File: config.mk
export PLATFORM = sky130hd
export DESIGN_NAME = instr_encoder_flat
export DESIGN_NICKNAME = d
export VERILOG_FILES = /design/src/rtl/instr_encoder_pkg.sv /design/src/rtl/instr_encoder_if.sv /design/src/rtl/arm_instr_pack.sv /design/src/rtl/instr_encoder.sv /design/src/flat_wrapper.sv
export SDC_FILE = /design/constraint.sdc
export NUM_CORES = 1
export LEC_CHECK = 0
export ABC_AREA = 1
export BUFFER_PORTS_ARGS = -buffer_cell sky130_fd_sc_hd__buf_2
export CAP_MARGIN = 20
export CORE_AREA = 2 2 83 85
export DETAILED_ROUTE_END_ITERATION = 8
export DIE_AREA = 0 0 85 87
export PLACE_DENSITY_LB_ADDON = 0.3
export SYNTH_ARGS = -nofsm -noshare
export SYNTH_HDL_FRONTEND = slang
export SYNTH_HIERARCHICAL = 1
export SYNTH_SLANG_ARGS = --single-unit
File: constraint.sdc
create_clock -name clk -period 2.1 [get_ports clk]
set_clock_uncertainty 0.15 [all_clocks]
set_input_delay 0.21 -clock clk [delete_from_list [all_inputs] [get_ports clk]]
set_output_delay 0.21 -clock clk [all_outputs]
set_load 0.02 [all_outputs]
File: src/rtl/instr_encoder_pkg.sv
// Shared types and encoding constants for the ARM instruction encoder.
package arm_enc_pkg;

   // Request kind as presented by the host
   typedef enum logic [2:0] {
      KIND_ADD = 3'd0,
      KIND_SUB = 3'd1,
      KIND_AND = 3'd2,
      KIND_ORR = 3'd3,
      KIND_LDR = 3'd4,
      KIND_STR = 3'd5,
      KIND_B   = 3'd6,
      KIND_ILL = 3'd7
   } kind_e;

   // Encoder control states
   typedef enum logic [1:0] {
      ST_IDLE  = 2'd0,
      ST_WRITE = 2'd1,
      ST_DONE  = 2'd2,
      ST_ERROR = 2'd3
   } state_e;

   // Data-processing opcode field
   localparam logic [3:0] CMD_AND = 4'b0000;
   localparam logic [3:0] CMD_SUB = 4'b0010;
   localparam logic [3:0] CMD_ADD = 4'b0100;
   localparam logic [3:0] CMD_ORR = 4'b1100;

   // Instruction class in bits [27:26]
   localparam logic [1:0] OP_DP  = 2'b00;
   localparam logic [1:0] OP_MEM = 2'b01;
   localparam logic [1:0] OP_BR  = 2'b10;

   localparam logic [3:0] COND_AL = 4'hE;

   // Assemble a data-processing word: cond | 00 | I | cmd | S | Rn | Rd | src2
   function automatic logic [31:0] dp_word(input logic [3:0]  cond,
                                           input logic        i_bit,
                                           input logic [3:0]  cmd,
                                           input logic        s_bit,
                                           input logic [3:0]  rn,
                                           input logic [3:0]  rd,
                                           input logic [11:0] src2);
      return {cond, OP_DP, i_bit, cmd, s_bit, rn, rd, src2};
   endfunction

endpackage

File: src/rtl/instr_encoder_if.sv
// Request handshake between the host and the instruction encoder.
interface instr_encoder_if #(parameter int ADDR_W = 6);
   logic              in_valid;
   logic              in_ready;
   logic [2:0]        in_kind;
   logic [3:0]        in_cond;
   logic              in_s;
   logic              in_imm;
   logic [3:0]        in_rd;
   logic [3:0]        in_rn;
   logic [3:0]        in_rm;
   logic [11:0]       in_imm12;
   logic [ADDR_W-1:0] in_target;
   logic              in_last;

   modport master (
      output in_valid, in_kind, in_cond, in_s, in_imm, in_rd, in_rn, in_rm,
             in_imm12, in_target, in_last,
      input  in_ready
   );

   modport slave (
      input  in_valid, in_kind, in_cond, in_s, in_imm, in_rd, in_rn, in_rm,
             in_imm12, in_target, in_last,
      output in_ready
   );
endinterface

File: src/rtl/arm_instr_pack.sv
// Combinational mapping from request fields and write address to a 32-bit ARM word.
module arm_instr_pack
   import arm_enc_pkg::*;
#(
   parameter int ADDR_W = 6
) (
   input  logic [2:0]        kind,
   input  logic [3:0]        cond,
   input  logic              s,
   input  logic              imm,
   input  logic [3:0]        rd,
   input  logic [3:0]        rn,
   input  logic [3:0]        rm,
   input  logic [11:0]       imm12,
   input  logic [ADDR_W-1:0] target,
   input  logic [ADDR_W-1:0] wr_addr,
   output logic [31:0]       word
);

   logic [11:0]       src2;
   logic [ADDR_W+1:0] br_off;
   logic [23:0]       imm24;

   // Build operand fields and select the encoding for the requested kind
   always_comb begin
      src2   = imm ? imm12 : {8'h00, rm};
      // Branch offset is relative to the pipeline PC, two words past this one
      br_off = {2'b00, target} - ({2'b00, wr_addr} + (ADDR_W+2)'(2));
      imm24  = 24'($signed(br_off));
      case (kind_e'(kind))
         KIND_ADD: word = dp_word(cond, imm, CMD_ADD, s, rn, rd, src2);
         KIND_SUB: word = dp_word(cond, imm, CMD_SUB, s, rn, rd, src2);
         KIND_AND: word = dp_word(cond, imm, CMD_AND, s, rn, rd, src2);
         KIND_ORR: word = dp_word(cond, imm, CMD_ORR, s, rn, rd, src2);
         // I=0 P=1 U=1 B=0 W=0, then L
         KIND_LDR: word = {cond, OP_MEM, 1'b0, 1'b1, 1'b1, 1'b0, 1'b0, 1'b1, rn, rd, imm12};
         KIND_STR: word = {cond, OP_MEM, 1'b0, 1'b1, 1'b1, 1'b0, 1'b0, 1'b0, rn, rd, imm12};
         KIND_B:   word = {cond, OP_BR, 2'b10, imm24};
         default:  word = 32'h0000_0000;
      endcase
   end

endmodule

File: src/rtl/instr_encoder.sv
// Accepts instruction requests and writes encoded words to consecutive memory addresses.
module instr_encoder
   import arm_enc_pkg::*;
#(
   parameter int ADDR_W = 6
) (
   input  logic              clk,
   input  logic              reset,
   instr_encoder_if.slave    req,
   output logic              mem_we,
   output logic [ADDR_W-1:0] mem_addr,
   output logic [31:0]       mem_wdata,
   output logic [ADDR_W:0]   count,
   output logic              done,
   output logic              err
);

   localparam logic [ADDR_W-1:0] ADDR_MAX = {ADDR_W{1'b1}};

   state_e            state_q,     state_d;
   logic [ADDR_W-1:0] wr_addr_q,   wr_addr_d;
   logic [ADDR_W:0]   count_q,     count_d;
   logic              last_q,      last_d;
   logic              mem_we_q,    mem_we_d;
   logic [ADDR_W-1:0] mem_addr_q,  mem_addr_d;
   logic [31:0]       mem_wdata_q, mem_wdata_d;
   logic              done_q,      done_d;
   logic              err_q,       err_d;
   logic [31:0]       enc_word_s;

   arm_instr_pack #(.ADDR_W(ADDR_W)) u_pack (
      .kind    (req.in_kind),
      .cond    (req.in_cond),
      .s       (req.in_s),
      .imm     (req.in_imm),
      .rd      (req.in_rd),
      .rn      (req.in_rn),
      .rm      (req.in_rm),
      .imm12   (req.in_imm12),
      .target  (req.in_target),
      .wr_addr (wr_addr_q),
      .word    (enc_word_s)
   );

   // Ready only while idle; terminal states refuse further requests
   assign req.in_ready = (state_q == ST_IDLE);

   // Next-state and output-register logic of the encoder FSM
   always_comb begin
      state_d     = state_q;
      wr_addr_d   = wr_addr_q;
      count_d     = count_q;
      last_d      = last_q;
      mem_we_d    = 1'b0;
      mem_addr_d  = mem_addr_q;
      mem_wdata_d = mem_wdata_q;
      done_d      = done_q;
      err_d       = err_q;
      case (state_q)
         ST_IDLE: begin
            if (req.in_valid) begin
               if (req.in_kind == KIND_ILL) begin
                  state_d = ST_ERROR;
                  err_d   = 1'b1;
               end else begin
                  state_d     = ST_WRITE;
                  mem_we_d    = 1'b1;
                  mem_addr_d  = wr_addr_q;
                  mem_wdata_d = enc_word_s;
                  last_d      = req.in_last;
               end
            end else begin
               state_d = ST_IDLE;
            end
         end
         ST_WRITE: begin
            wr_addr_d = wr_addr_q + ADDR_W'(1);
            count_d   = count_q + (ADDR_W+1)'(1);
            // Top address forces completion so the address never wraps
            if (last_q || (wr_addr_q == ADDR_MAX)) begin
               state_d = ST_DONE;
               done_d  = 1'b1;
            end else begin
               state_d = ST_IDLE;
            end
         end
         ST_DONE:  state_d = ST_DONE;
         ST_ERROR: state_d = ST_ERROR;
         default:  state_d = ST_IDLE;
      endcase
   end

   // State and output registers with synchronous active-low reset
   always_ff @(posedge clk) begin
      if (!reset) begin
         state_q     <= ST_IDLE;
         wr_addr_q   <= '0;
         count_q     <= '0;
         last_q      <= 1'b0;
         mem_we_q    <= 1'b0;
         mem_addr_q  <= '0;
         mem_wdata_q <= 32'h0000_0000;
         done_q      <= 1'b0;
         err_q       <= 1'b0;
      end else begin
         state_q     <= state_d;
         wr_addr_q   <= wr_addr_d;
         count_q     <= count_d;
         last_q      <= last_d;
         mem_we_q    <= mem_we_d;
         mem_addr_q  <= mem_addr_d;
         mem_wdata_q <= mem_wdata_d;
         done_q      <= done_d;
         err_q       <= err_d;
      end
   end

   assign mem_we    = mem_we_q;
   assign mem_addr  = mem_addr_q;
   assign mem_wdata = mem_wdata_q;
   assign count     = count_q;
   assign done      = done_q;
   assign err       = err_q;

endmodule

File: src/flat_wrapper.sv
// flat-port wrapper written by rule: the top's interface ports become plain ports
module instr_encoder_flat import arm_enc_pkg::*;
#(
   parameter int ADDR_W = 6
)
  (clk, reset, mem_we, mem_addr, mem_wdata, count, done, err, req_in_valid, req_in_kind, req_in_cond, req_in_s, req_in_imm, req_in_rd, req_in_rn, req_in_rm, req_in_imm12, req_in_target, req_in_last, req_in_ready);
  instr_encoder_if #(.ADDR_W(ADDR_W)) req_i ();
  input  logic clk;
  input  logic reset;
  output logic mem_we;
  output logic [ADDR_W-1:0] mem_addr;
  output logic [31:0] mem_wdata;
  output logic [ADDR_W:0] count;
  output logic done;
  output logic err;
  input wire logic [$bits(req_i.in_valid)-1:0] req_in_valid;
  input wire logic [$bits(req_i.in_kind)-1:0] req_in_kind;
  input wire logic [$bits(req_i.in_cond)-1:0] req_in_cond;
  input wire logic [$bits(req_i.in_s)-1:0] req_in_s;
  input wire logic [$bits(req_i.in_imm)-1:0] req_in_imm;
  input wire logic [$bits(req_i.in_rd)-1:0] req_in_rd;
  input wire logic [$bits(req_i.in_rn)-1:0] req_in_rn;
  input wire logic [$bits(req_i.in_rm)-1:0] req_in_rm;
  input wire logic [$bits(req_i.in_imm12)-1:0] req_in_imm12;
  input wire logic [$bits(req_i.in_target)-1:0] req_in_target;
  input wire logic [$bits(req_i.in_last)-1:0] req_in_last;
  output wire logic [$bits(req_i.in_ready)-1:0] req_in_ready;
  assign req_i.in_valid = req_in_valid;
  assign req_i.in_kind = req_in_kind;
  assign req_i.in_cond = req_in_cond;
  assign req_i.in_s = req_in_s;
  assign req_i.in_imm = req_in_imm;
  assign req_i.in_rd = req_in_rd;
  assign req_i.in_rn = req_in_rn;
  assign req_i.in_rm = req_in_rm;
  assign req_i.in_imm12 = req_in_imm12;
  assign req_i.in_target = req_in_target;
  assign req_i.in_last = req_in_last;
  assign req_in_ready = req_i.in_ready;
  instr_encoder #(.ADDR_W(ADDR_W)) u_core (.clk(clk), .reset(reset), .req(req_i), .mem_we(mem_we), .mem_addr(mem_addr), .mem_wdata(mem_wdata), .count(count), .done(done), .err(err));
endmodule
# Word level (Yosys, flattened, before mapping)
# Index checks and enable logic that the tools add are counted.
dict set report word_totals {
  register_bits 57
  wordCells 39
  out_inout_bits 49
}
dict set report op_classes {
  bitwise_logic 1
  mux 7
  n_eq_ne 11
  addsub 4
  n_reduce_logical 7
}
# op n
set op_table {}
lappend op_table {{$pmux 32 s7} 1}
lappend op_table {{$eq 3x3->1 const B} 4}
lappend op_table {{$mux 12} 1}
lappend op_table {{$reduce_and 3->1} 3}
lappend op_table {{$pmux 2 s4} 1}
lappend op_table {{$sub 6x7->8} 1}
lappend op_table {{$add 6x2->7 const B} 1}
lappend op_table {{$add 7x1->7 const B} 1}
lappend op_table {{$add 6x1->6 const B} 1}
lappend op_table {{$eq 3x2->1 const B} 2}
lappend op_table {{$eq 6x6->1 const B} 1}
lappend op_table {{$mux 2} 3}
lappend op_table {{$eq 2x2->1 const B} 2}
lappend op_table {{$eq 3x1->1 const B} 1}
lappend op_table {{$logic_not 3->1} 1}
lappend op_table {{$eq 2x1->1 const B} 1}
lappend op_table {{$logic_not 2->1} 1}
lappend op_table {{$reduce_and 2->1} 1}
lappend op_table {{$logic_or 1x1->1} 1}
lappend op_table {{$mux 1} 1}
lappend op_table {{$not 1->1} 1}

# Depth between registers and ports, before layout
# Gate-level depths: netlist of the first run.
dict set report depth {
  depth_word 4
  depth_mapped 15
  ltp_nobuf 14
}

# By module
# Netlist of the first run, hierarchy kept.
# module seq_area_each_um2 area_each_um2 n_inst cells_per_inst
set by_module_without_submodules {}
lappend by_module_without_submodules {instr_encoder 1141.1 2172.1 1 272}
lappend by_module_without_submodules {arm_instr_pack 0.0 735.7 1 144}

# Worst setup path after synthesis of the first run
# No wires, ideal clock.
dict set report synth_timing {
  path_type {register to register}
  start {reg u_core.wr_addr_q[1]}
  end {reg u_core.mem_wdata_q[23] (netlist: u_core/mem_wdata[23])}
  setup_ns 0.070
  stages_incl_launch_ff 15
  path_buffers 1
  path_slack_ns -0.092
  t_arrival_ns 1.972
  cell_sequence {dfxtp_1 > ha_1 > inv_1 > ha_1 > fa_1 > nand3_1 > nand2_1 > nand2_1 > nand2_1 > nand2_2 > nand2_4 > buf_6 > nand2_1 > o21ai_0 > a21oi_1}
}
dict set report synth_between {
  elab_chain_len 3
}
# item line
set synth_lines {}
lappend synth_lines {{from (decl)} instr_encoder.sv:21} ;# logic [ADDR_W-1:0] wr_addr_q, wr_addr_d;
lappend synth_lines {{from (signal assigned)} instr_encoder.sv:107} ;# wr_addr_q <= wr_addr_d;
lappend synth_lines {{$add 6x2->7} arm_instr_pack.sv:28} ;# br_off = {2'b00, target} - ({2'b00, wr_addr} + (ADDR_W+2)'(2));
lappend synth_lines {{$sub 6x7->8} arm_instr_pack.sv:28}
lappend synth_lines {{$pmux 32 s7} arm_instr_pack.sv:30} ;# case (kind_e'(kind))
lappend synth_lines {{via u_core.enc_word_s[23]} instr_encoder.sv:29} ;# logic [31:0] enc_word_s;
lappend synth_lines {{to (signal assigned)} instr_encoder.sv:112} ;# mem_wdata_q <= mem_wdata_d;
lappend synth_lines {{to (decl)} instr_encoder.sv:26} ;# logic [31:0] mem_wdata_q, mem_wdata_d;
# The timed path passes the listed nets, and every way through them passes these cells.
# A chain may end at the register's enable or synchronous reset.

# Worst setup path in the final report of the first run
dict set report layout_timing {
  start {reg u_core.wr_addr_q[1]}
  end {reg u_core.mem_wdata_q[9] (netlist: u_core/mem_wdata[9])}
}
# Same word-level chain as after synthesis.

==> impl.org, run 1 <==
** Worst setup path
- Of all nets on the critical path, the largest fanout is 9.
- Ordered cell list for the critical path :: ha_4 -> inv_2 -> ha_4 -> fa_2 -> nand3_2 -> nand2_2 -> nand2_2 -> nand2_2 -> nand2_4 -> nand2_8 -> nand2_1 -> o21ai_0 -> a21oi_1
- Setup CP Type :: flop to flop
- STA classifies the critical path startpoint as a flop.
- The largest single stage delay on the critical path is between 0.3 and 0.4 ns.
- Counting both buffers and inverters, the worst setup path holds a total of 1.
- Cell family contributing the most delay on the critical path :: adder cells
- The worst setup path is captured at a flop.
- Critical Path AT :: around 2.3 ns
- The largest individual stage delay along the critical path comes from the cell sky130_fd_sc_hd__fa_2.
- Most numerous cell on the critical path :: sky130_fd_sc_hd__nand2_2
- Critical Path RT :: 2.22 ns

** Synth
- After synthesis, flip-flops and latches occupy between 30% and 40% of the total area.
- Yosys attributes the largest share of cell area to sky130_fd_sc_hd__dfxtp_1, sky130_fd_sc_hd__nand2_1, sky130_fd_sc_hd__inv_1.
- The commonest cells after synthesis are sky130_fd_sc_hd__nand2_1, sky130_fd_sc_hd__inv_1, sky130_fd_sc_hd__dfxtp_1, sky130_fd_sc_hd__a21oi_1, sky130_fd_sc_hd__o21ai_0.
- Top-count cell post-synth :: sky130_fd_sc_hd__nand2_1
- The synthesized design spends more area on one cell type than any other, namely sky130_fd_sc_hd__dfxtp_1.
- Leading register cell type out of synthesis :: sky130_fd_sc_hd__dfxtp_1
- Averaged over all synthesized cells, the footprint is ~7 sq um.
- Number of synthesized register bits :: 57
- FFs w/ async S/R, synth :: 0%
- In this run the cell area of the synthesized design comes to between 2000 and 3000 sq um.
- Syn_nets :: around 470
- After synthesis, the largest area contributor takes up 39.2% of total cell area.
- Count of different cell masters after synthesis :: 29
- EDFF count, synth :: 0
- Synthesized instance count :: roughly 420
- Warnings from Yosys :: 6

** Route
- Wire length reported by the detailed router :: approximately 7000 um
- In the routed design, unresolved DRC markers number 0.
- ANT nets after route :: 0
- Via total after detailed routing :: 2886
- For this block, the initial DRC count from the detailed router was between 100 and 150.
- After detailed routing, the number of vias per cell comes to between 4 and 5.
- Drt first pass iters :: 6
- Routed length per placed instance :: around 12 um

** Clock network
- Counting every sink on the clock net gives 57.
- Total number of H-tree levels :: 3
- The later pin in the worst-skew pair is clocked with a latency of about 0.33 ns.
- Number of buffers inserted by hold repair at cts :: 0
- Buffer type at the clock tree root :: sky130_fd_sc_hd__clkbuf_8
- Number of buffers on the longest clock path :: 2
- Clock tree synthesis inserted a total of 9 buffers.
- TritonCTS built the clock tree.
- Clock slew seen by the registers of the worst setup and hold paths :: ~0.070 ns

** Global routing
- Global routing used 19.0% of the available tracks across all layers.
- Number of global-route vias before repair :: around 2500
- Summed over all layers, the global routing overflow is 0.
- Wire length of the first global-routing pass :: around 11000 um
- The initial antenna violation count came to 0.
- Entering global routing, the biggest net connects 30 pins.

** Floorplan
- Initial Utilization :: between 40% and 50%
- The die covers 7400 sq um.
- Core area :: about 6600 sq um
- For this design the top-level I/O count stands at 92.
- The floorplan step set the die height to between 80 and 90 um.
- Chip width :: 85 um
- # rows :: 30

** Timing
- Smallest setup slack after layout :: -0.0351 ns
- Max transition margin :: around 70%
- Post-route clock period utilization :: 102%
- Achievable frequency :: around 470 MHz
- Endpoints failing setup :: 17
- For the final routed database, the setup TNS stands at -0.289 ns.
- The number of hold violations in the final report was 0.
- The final-report max-slew violation count came to 0.
- For the pin with the worst max-slew slack, the measured transition is about 0.44 ns.
- RSZ-0062 raised after global routing :: true
- After layout, the minimum clock period comes to between 2 and 2.5 ns.

** Worst hold path
- The path class of the tightest hold or removal check is input pin to flop.

** Place
- Worst setup slack before clock tree synthesis :: -0.0615 ns
- RePlAce Congestion :: between 0.8 and 0.9
- Summed over all nets, the half-perimeter wirelength after detailed placement is between 5000 and 6000 um.
- During placement, the flow inserted port buffers numbering 91.

** Power and ir drop
- The design draws 0.00310 W.
- VDD sags by at most roughly 0.47 mV.
- For this design the ratio of total power to cell area is between 800 and 900 nW/um^2.
- Static Leakage :: 1.94 nW

** Cells and area
- Fin nets :: between 500 and 600
- From synthesis to final layout, the design area changed by 32.1%.
- After filler insertion, the fill cell instance count of the layout stands at 628.
- 0 antenna diodes ended up in the layout.
- Of the cells placed in the final design, the portion with a size suffix greater than 1 is a little over a quarter.

** Run status
- Violations in the final reports :: setup timing
- The run finished, with violations left.

** Job
- Across the run, the number of max-cap violations was 0.
-- placed cells by master, fill, tap and decap left out, types with 3 or more instances in the layout --
| cell type | instances |
|---|---|
| sky130_fd_sc_hd__nand3_1 | 20 |
| sky130_fd_sc_hd__nand2_1 | 81 |
| sky130_fd_sc_hd__ha_1 | 8 |
| sky130_fd_sc_hd__o21ai_0 | 43 |
| sky130_fd_sc_hd__nand2_2 | 5 |
| sky130_fd_sc_hd__buf_2 | 91 |
| sky130_fd_sc_hd__o211ai_1 | 3 |
| sky130_fd_sc_hd__nor2_1 | 25 |
| sky130_fd_sc_hd__o21ai_1 | 3 |
| sky130_fd_sc_hd__dfxtp_1 | 56 |
| sky130_fd_sc_hd__inv_1 | 79 |
| sky130_fd_sc_hd__buf_4 | 8 |
| sky130_fd_sc_hd__ha_4 | 5 |
| sky130_fd_sc_hd__clkbuf_8 | 11 |
| sky130_fd_sc_hd__a21oi_1 | 52 |
| sky130_fd_sc_hd__bufinv_16 | 3 |
-- sequential cells by signal, summed over array words and instances (netlist names) --
register / cells
u_core/count: 7
u_core/err: 1
u_core/wr_addr_q: 6
u_core/mem_we: 1
u_core/done: 1
u_core/mem_wdata: 32
u_core/last_q: 1
u_core/mem_addr: 6
u_core/state_q: 2
-- per-layer routing --
layer  wire [um]  track usage, %  vias to the layer above  part of all wire (%)
met5           0               0                        -                     0
met4         108            7.79                        0                   1.5
met3         407            3.79                        8                   5.8
met2        3400            31.8                       79                    48
met1        3100            24.0                     1290                    44
li1            -               -                     1509                     -
-- cell families (layout without fill, tap and decap cells) --
logic type               count (synthesis)  count (layout)  synth area share, %
AO/OA/AOI/OAI                          103             103                 18.2
XOR/XNOR                                 1               1                0.301
adder cells (fa/ha/maj)                 14              14                 6.28
buffers and inverters                   96             198                 13.5
flip-flops                              57              57                 39.2
AND/OR/NAND/NOR                        145             146                 22.5
-- worst reg2reg max path: stages, from the launching register on --
cell                      delay, ns
sky130_fd_sc_hd__dfxtp_2       0.34
sky130_fd_sc_hd__ha_4          0.26
sky130_fd_sc_hd__inv_2         0.03
sky130_fd_sc_hd__ha_4          0.15
sky130_fd_sc_hd__fa_2          0.35
sky130_fd_sc_hd__nand3_2       0.07
sky130_fd_sc_hd__nand2_2       0.06
sky130_fd_sc_hd__nand2_2       0.08
sky130_fd_sc_hd__nand2_2       0.07
sky130_fd_sc_hd__nand2_4       0.13
sky130_fd_sc_hd__nand2_8       0.09
sky130_fd_sc_hd__nand2_1       0.07
sky130_fd_sc_hd__o21ai_0       0.09
sky130_fd_sc_hd__a21oi_1       0.14
-- stage by stage --
stage          hold slack [ns]  cells  util (%)  area, sq um
6_report                0.0254    599      58.5         3840
5_1_grt                 0.0528    599      58.5         3840
4_1_cts                 0.0150    599      57.7         3790
3_5_place_dp             0.283    582      53.4         3510
3_3_place_gp             0.280    582      53.4         3510
2_1_floorplan            0.227    416         -         2940
-- area by class of cell --
class	count	area [sq um]	area share (%)
multi-input cells	264	1490	38.7
flip-flops and latches	57	1140	29.7
repair buffers	101	556	14.5
inverters	81	304	7.91
clock buffers	12	155	4.04
well taps	80	100	2.61
clock inverters	4	98.8	2.57
-- where the power goes --
group | switching (W) | internal [W] | leakage [nW]
Sequential | 0.0000467 | 0.00117 | 0.469
Combinational | 0.000365 | 0.000224 | 1.34
Clock | 0.000446 | 0.000856 | 0.127
-- final timing paths --
path	slack, ns	cells past startpoint	startpoint	endpoint
hold / removal	0.03	3	req_in_last	u_core/last_q
hold reg to reg	0.29	2	u_core/mem_wdata[0]	u_core/mem_wdata[0]
setup reg to reg	-0.04	13	u_core/wr_addr_q[1]	u_core/mem_wdata[9]
setup / recovery	-0.04	13	u_core/wr_addr_q[1]	u_core/mem_wdata[9]
-- what timing repair did --
item / CTS / global route
pin swaps: 4 / 2
gates resized for setup: 4 / 10
setup endpoints to repair: 18 / 21
cloned: 1 / 0
buffers inserted: 0 / 0
Power figures use the tool's default switching activity.
==> run 2: changes to the inputs <==
--- a/config.mk
+++ b/config.mk
@@ -11,7 +11,8 @@
 export CORE_AREA = 2 2 83 85
 export DETAILED_ROUTE_END_ITERATION = 8
 export DIE_AREA = 0 0 85 87
-export PLACE_DENSITY_LB_ADDON = 0.3
+export PLACE_DENSITY = 0.79
+export SETUP_SLACK_MARGIN = 0.15
 export SYNTH_ARGS = -nofsm -noshare
 export SYNTH_HDL_FRONTEND = slang
 export SYNTH_HIERARCHICAL = 1
==> run 2 against run 1 <==
  * The flow still finishes with violations (setup timing)
  * Critical path depth unchanged
  * First-iteration DRC count up 8.0%
  * Combinational power increased by 6.6%
  * Clock power decreased by 15%
  * Die area is the same
  * Fmax decreased by 3.4%
  * Clock-buffer cell count unchanged
  * Sequential cell count unchanged
  * Final cell count grew 0.67%
  * Cell area up 1.3%
  * Critical path type unchanged
  * Critical endpoint is now u_core/mem_wdata[13]
==> impl.org, run 2 (synthesis results as in run 1) <==
** Global routing
- Entering global routing, the biggest net connects between 40 and 50 pins.
- Number of global-route vias before repair :: around 2700
- Initial antenna violation count :: 0
- Summed over all layers, the global routing overflow is 0.
- Gr usage total :: slightly above 20%
- The first global-routing pass estimated 12100 um of wire.

** Route
- For this run, design rule violations remaining after detail routing come to 0.
- Drt first pass iters :: 5
- Wire length reported by the detailed router :: around 7600 um
- After detailed routing, the number of vias per cell comes to 4.98.
- Dividing the detail-routed wire length by the instance count gives approximately 13 um.
- ANT nets after route :: 0
- For this block, the via count after detailed routing is 3000.
- In this run, the number of DRC markers left after iteration 0 of detailed routing was approximately 150.

** Clock network
- For this design, the CTS-stage hold fixing added 0 buffers.
- Clock slew seen by the registers of the worst setup and hold paths :: approximately 0.07 ns
- For the worst-skew pair, the clock arrives at the later sink with an insertion delay of between 0.3 and 0.4 ns.
- Total number of H-tree levels :: 3
- TritonCTS built the clock tree.
- The longest clock path from root to sink contains 2 buffers.
- Clock tree synthesis inserted a total of 9 buffers.
- Buffer type at the clock tree root :: sky130_fd_sc_hd__clkbuf_8
- CTS saw 57 sinks.

** Worst setup path
- In this design, the largest share of critical-path delay is due to adder cells.
- In this run the worst path has a maximum fanout of 5.
- Category of the worst setup path launch point :: flop
- For the worst setup path, the data required time is approximately 2.2 ns.
- For this design, the slowest cell found on the critical path is sky130_fd_sc_hd__fa_2.
- Setup CP Type :: flop to flop
- CP max stage delay :: 0.37 ns
- Together, buffers and inverters on the worst path number 1.
- Ordered cell list for the critical path :: ha_4 -> inv_2 -> ha_4 -> fa_2 -> nand3_2 -> nand2_2 -> nand2_2 -> nand2_2 -> nand2_4 -> nand2_8 -> nand2_4 -> o21ai_1 -> a21oi_1
- Kind of end point of the critical path :: flop
- In this design, the critical path's most frequently occurring cell is sky130_fd_sc_hd__nand2_2.
- Data arrives at the worst endpoint at approximately 2.3 ns.

** Place
- RePlAce Congestion :: just under 0.8
- The wire-length estimate of the detail-placed layout is between 5000 and 6000 um.
- Worst setup slack before clock tree synthesis :: -0.0888 ns
- The count of buffers added on input and output ports is 91.

** Timing
- Smallest setup slack after layout :: -0.110 ns
- RSZ-0062 raised after global routing :: true
- Minimum period implied by the final worst setup slack :: about 2.2 ns
- Max transition margin :: around 71%
- At the pin with the least slew margin, the transition time is between 0.4 and 0.5 ns.
- The number of hold violations in the final report was 0.
- The final-report max-slew violation count was 0.
- Post-route clock period utilization :: 105%
- The tightest hold path in the finished design has a slack of ~0.033 ns.
- Endpoints failing setup :: 18
- For this run, the top clock speed supported by timing is about 450 MHz.

** Floorplan
- Chip width :: between 80 and 90 um
- Measured along the y axis, the die boundary spans between 80 and 90 um.
- The floorplan step defined a core boundary enclosing between 6000 and 7000 sq um.
- The initial utilization of the core area, before any placement, comes to roughly 44%.
- # rows :: 30
- The floorplan step defined a die boundary enclosing between 7000 and 8000 sq um.
- Pin placement for this block handled 92 I/O pins.

** Cells and area
- Synthesis-to-layout area growth :: 33.9%
- Share of post-route cells with drive strength above 1 :: a little under a third
- Antenna Diode Count :: 0
- Commonest cells after routing, fill and taps aside :: sky130_fd_sc_hd__buf_2, sky130_fd_sc_hd__inv_1, sky130_fd_sc_hd__nand2_1
- Fill cell count :: around 600
- Leaving out fill and tap cells, the most frequent cell in the layout is sky130_fd_sc_hd__buf_2.
- The register with the most flip-flops in the layout has 32 of them.
- Once layout is complete, the utilization of the core stands at about three fifths.
- The final layout contains between 500 and 600 nets.

** Power and ir drop
- Static Leakage :: ~1.9 nW
- VDD sags by at most 0.584 mV.
- Power per standard cell area :: between 700 and 800 nW/um^2

** Worst hold path
- Worst hold path type :: input pin to flop

** Run status
- The run finished, with violations left.
- The final reports fail on setup timing.

** Job
- Max-cap violations in this run came to 0.
==> run 2: cell types whose count changed in the layout (fill, tap and decap cells not counted), sizes merged <==
cell and change:
buf +3, clkinv +2, bufinv -2, nand2 +1
==> run 2: routing by layer <==
layer | GRT usage (%) | share of wire [%] | vias to the layer above
met1 | 23.6 | 42 | 1368
met2 | 35.1 | 49 | 99
li1 | - | - | 1521
met3 | 6.35 | 7.1 | 12
met5 | 0 | 0 | -
met4 | 8.23 | 2.0 | 0
==> run 2: per-stage QoR <==
step | instances | total power [W] | area, sq um | setup TNS [ns]
after floorplan | 416 | 0.00162 | 2940 | 0
after global placement | 583 | 0.00179 | 3490 | -0.0452
after detailed placement | 583 | 0.00181 | 3490 | -1.28
after CTS | 603 | 0.00294 | 3810 | -0.141
after global routing | 603 | 0.00310 | 3890 | -2.65
final | 603 | 0.00294 | 3890 | -0.909
==> run 2: path summary, 6_finish.rpt <==
path	depth (start not counted)	slack [ns]	from	to
hold / removal	3	0.03	req_in_valid	u_core/state_q[0]
setup / recovery	13	-0.11	u_core/wr_addr_q[1]	u_core/mem_wdata[13]
setup reg to reg	13	-0.11	u_core/wr_addr_q[1]	u_core/mem_wdata[13]
hold reg to reg	2	0.29	u_core/mem_wdata[5]	u_core/mem_wdata[5]
==> run 2: final cells by class <==
cell class | instances | area [sq um] | area share (%)
clock inverter | 4 | 48.8 | 1.25
multi-input combinational | 265 | 1570 | 40.3
inverter | 81 | 304 | 7.81
timing repair buffer | 104 | 557 | 14.3
sequential | 57 | 1150 | 29.4
clock buffer | 12 | 166 | 4.28
tap | 80 | 100 | 2.57
==> run 2: report_power, final <==
part	switching [W]	total [W]	internal (W)
clock	0.000452	0.00110	0.000651
sequential	0.0000460	0.00121	0.00117
combinational	0.000391	0.000627	0.000236
total	0.000889	0.00294	0.00205
==> run 2: worst reg2reg max path, delay by kind of cell (launching register included) <==
kind            cells  cell delay [ns]
compound gates      2             0.22
flops               1             0.36
buf+inv             1             0.04
fa+ha+maj           3             0.77
simple gates        7             0.58
==> run 2: timing repair <==
item                                    4_1_cts  5_1_grt
gates cloned                                  2        0
buffers inserted                              2        0
gates resized for setup                      19       19
pin swaps                                    18       11
endpoints found under the setup margin       20       22
==> run 3: changes to the inputs <==
--- a/config.mk
+++ b/config.mk
@@ -8,9 +8,9 @@
 export ABC_AREA = 1
 export BUFFER_PORTS_ARGS = -buffer_cell sky130_fd_sc_hd__buf_2
 export CAP_MARGIN = 20
-export CORE_AREA = 2 2 83 85
+export CORE_AREA = 2 2 99 72
 export DETAILED_ROUTE_END_ITERATION = 8
-export DIE_AREA = 0 0 85 87
+export DIE_AREA = 0 0 101 74
 export PLACE_DENSITY = 0.79
 export SETUP_SLACK_MARGIN = 0.15
 export SYNTH_ARGS = -nofsm -noshare
==> run 3 against run 2 <==
  * Clock-buffer cell count did not move
  * Clock power up 17%
  * Sequential share of layout area is 0.55 points lower
  * Highest routed layer unchanged
  * Sequential power about the same
  * Critical endpoint is now u_core/mem_wdata[14]
  * Combinational power increased by 0.6%
  * Critical path depth unchanged
  * Power is 6.6% higher
  * Setup slack gained 0.051 ns
  * Register-to-register slack improved by 0.05 ns
  * The flow still finishes with violations (setup timing)
==> impl.org, run 3 (synthesis results as in run 1) <==
** Worst hold path
- Worst hold path type :: input pin to flop

** Cells and area
- Synthesis-to-layout area growth :: 36.4%
- Commonest cells after routing, fill and taps aside :: sky130_fd_sc_hd__buf_2, sky130_fd_sc_hd__inv_1, sky130_fd_sc_hd__nand2_1
- Number of standard cells in the layout, taps in and fillers out :: 606
- The register with the most flip-flops in the layout has 32 of them.
- Fill cell count :: 617
- Final standard cell area without fillers :: between 3000 and 4000 sq um
- Leaving out fill and tap cells, the most frequent cell in the layout is sky130_fd_sc_hd__buf_2.
- Antenna Diode Count :: 0
- Fin nets :: 577
- Share of post-route cells with drive strength above 1 :: approximately a third

** Place
- RePlAce Congestion :: slightly above 0.9
- Worst setup slack before clock tree synthesis :: -0.0998 ns
- Post-Place Cell Area :: 3540 sq um
- In this run the tool buffered the top-level ports with 91 buffer cells.
- Once placement completed, the tool counted placed cells totaling slightly below 600.
- Detailed placement HPWL :: between 5000 and 6000 um

** Run status
- Violations in the final reports :: setup timing
- Result of the run :: complete, but fails checks

** Route
- Drt initial violations :: just over 80
- Routed length per placed instance :: 12.2 um
- Drt first pass iters :: 4
- Dividing the detail-routed via count by the number of cells gives 4.89.
- Drt drc :: 0
- Summing over every cut layer, the via total after detailed routing is 2961.
- The detail route stage leaves a number of antenna-violating nets equal to 0.
- For this block, the routed nets add up to about 7400 um of wire.

** Floorplan
- Chip width :: 101 um
- Core area :: approximately 6600 sq um
- Total die area :: between 7000 and 8000 sq um
- The initialized floorplan defines 25 standard-cell rows.
- During I/O placement, the number of pins put on the boundary was between 90 and 100.
- The die is roughly 74 um tall.
- Once the floorplan was initialized, standard cells occupied roughly 44% of the core.

** Timing
- Setup slack on the critical path of the routed design comes to -0.0599 ns.
- After layout, the minimum clock period comes to 2.16 ns.
- Achievable frequency :: about 460 MHz
- The final-report max-slew violation count was 0.
- In the finished design, the share of the clock period the worst path needs comes to 103%.
- RSZ-0062 raised after global routing :: true
- Max transition margin :: about 70%
- Transition time of the tightest slew-check pin :: between 0.4 and 0.5 ns
- Hold timing on the final database bottoms out at a slack of approximately 0.05 ns.
- Summed over all failing endpoints, the final setup total negative slack is -0.223 ns.
- Endpoints failing setup :: 13
- Hold Fails Final Rpt :: 0

** Global routing
- Number of global-route vias before repair :: roughly 2700
- Gr usage total :: between 20% and 30%
- Summed over all layers, the global routing overflow is 0.
- Pin count of the biggest net entering global routing :: 42
- The initial antenna violation count came to 0.
- The first global-routing pass estimated roughly 12000 um of wire.

** Worst setup path
- The worst setup path is of the flop to flop kind.
- STA puts the critical path data required time at 2.22 ns.
- Critical Path AT :: 2.28 ns
- Traced cell by cell, the critical path runs through ha_4 -> inv_2 -> ha_4 -> fa_2 -> nand3_2 -> nand2_2 -> nand2_2 -> nand2_2 -> nand2_4 -> nand2_4 -> nand2_1 -> o21ai_1 -> a21oi_1.
- In this run the worst path has a maximum fanout of 8.
- The worst setup path is captured at a flop.
- CP max stage delay :: 0.35 ns
- Slowest cell on crit path :: sky130_fd_sc_hd__dfxtp_4
- Most numerous cell on the critical path :: sky130_fd_sc_hd__nand2_2
- The worst setup path is launched from a flop.

** Clock network
- After clock tree synthesis, the clock-pin slew on the worst setup and hold paths is around 0.07 ns.
- Number of buffers added by the clock tree synthesis step :: 9
- Latest clock arrival within the worst-skew pair :: ~0.33 ns
- Counting every sink on the clock net gives 57.
- In this run the deepest clock path goes through 2 buffers.
- Total number of H-tree levels :: 3
- TritonCTS built the clock tree.
- Buffer type at the clock tree root :: sky130_fd_sc_hd__clkbuf_8

** Job
- Across the run, the number of max-cap violations was 0.

** Power and ir drop
- The worst-case IR drop observed on VDD is 0.393 mV.
- Static Leakage :: ~2 nW
- Power spread over the standard cell area amounts to between 700 and 800 nW/um^2.
## run 3: repair_timing
item | CTS | global route
endpoints found under the hold margin | 1 | 0
setup buffers | 1 | 0
gates resized for setup | 21 | 17
hold buffers | 1 | 0
setup endpoints to repair | 21 | 22
pin swaps | 12 | 1
gates cloned | 2 | 0
## run 3: area by class of cell
cell class	instances	area (sq um)	area share, %
multi-input cells	265	1570	39.5
flip-flops and latches	57	1150	28.9
repair buffers	106	596	15.0
inverters	81	304	7.67
clock buffers	12	155	3.91
well taps	81	101	2.56
clock inverters	4	98.8	2.49
## run 3: through the flow
stage	util, %	power, W
2_1_floorplan	-	0.00162
3_3_place_gp	53.8	0.00181
3_5_place_dp	53.8	0.00182
4_1_cts	59.3	0.00314
5_1_grt	60.4	0.00329
6_report	60.4	0.00314
## run 3: power breakdown
group / leakage [nW] / total (W) / switching, W / internal (W)
registers: 0.470 / 0.00121 / 0.0000456 / 0.00117
clock network: 0.127 / 0.00129 / 0.000438 / 0.000856
logic: 1.39 / 0.000631 / 0.000390 / 0.000242
## run 3: metal layers
| layer | vias up | routed length, um | track usage [%] |
|---|---|---|---|
| met5 | - | 0 | 0 |
| met4 | 0 | 65 | 6.31 |
| met3 | 9 | 575 | 6.02 |
| met2 | 102 | 3420 | 34.1 |
| met1 | 1322 | 3350 | 25.9 |
| li1 | 1528 | - | - |
## run 3: path summary, 6_finish.rpt
kind	start	slack (ns)	cells past startpoint	endpoint
max	u_core/wr_addr_q[1]	-0.06	13	u_core/mem_wdata[14]
min reg2reg	u_core/mem_wdata[30]	0.29	2	u_core/mem_wdata[30]
max reg2reg	u_core/wr_addr_q[1]	-0.06	13	u_core/mem_wdata[14]
min	req_in_valid	0.05	3	u_core/state_q[0]
## run 3: worst max-delay path: cells and delay by family (launching register included)
kind	cells	cell delay (ns)
AOI/OAI and AO/OA	2	0.21
adders and majority gates	3	0.75
DFF	1	0.35
buffers and inverters	1	0.04
and+or+nand+nor	7	0.59
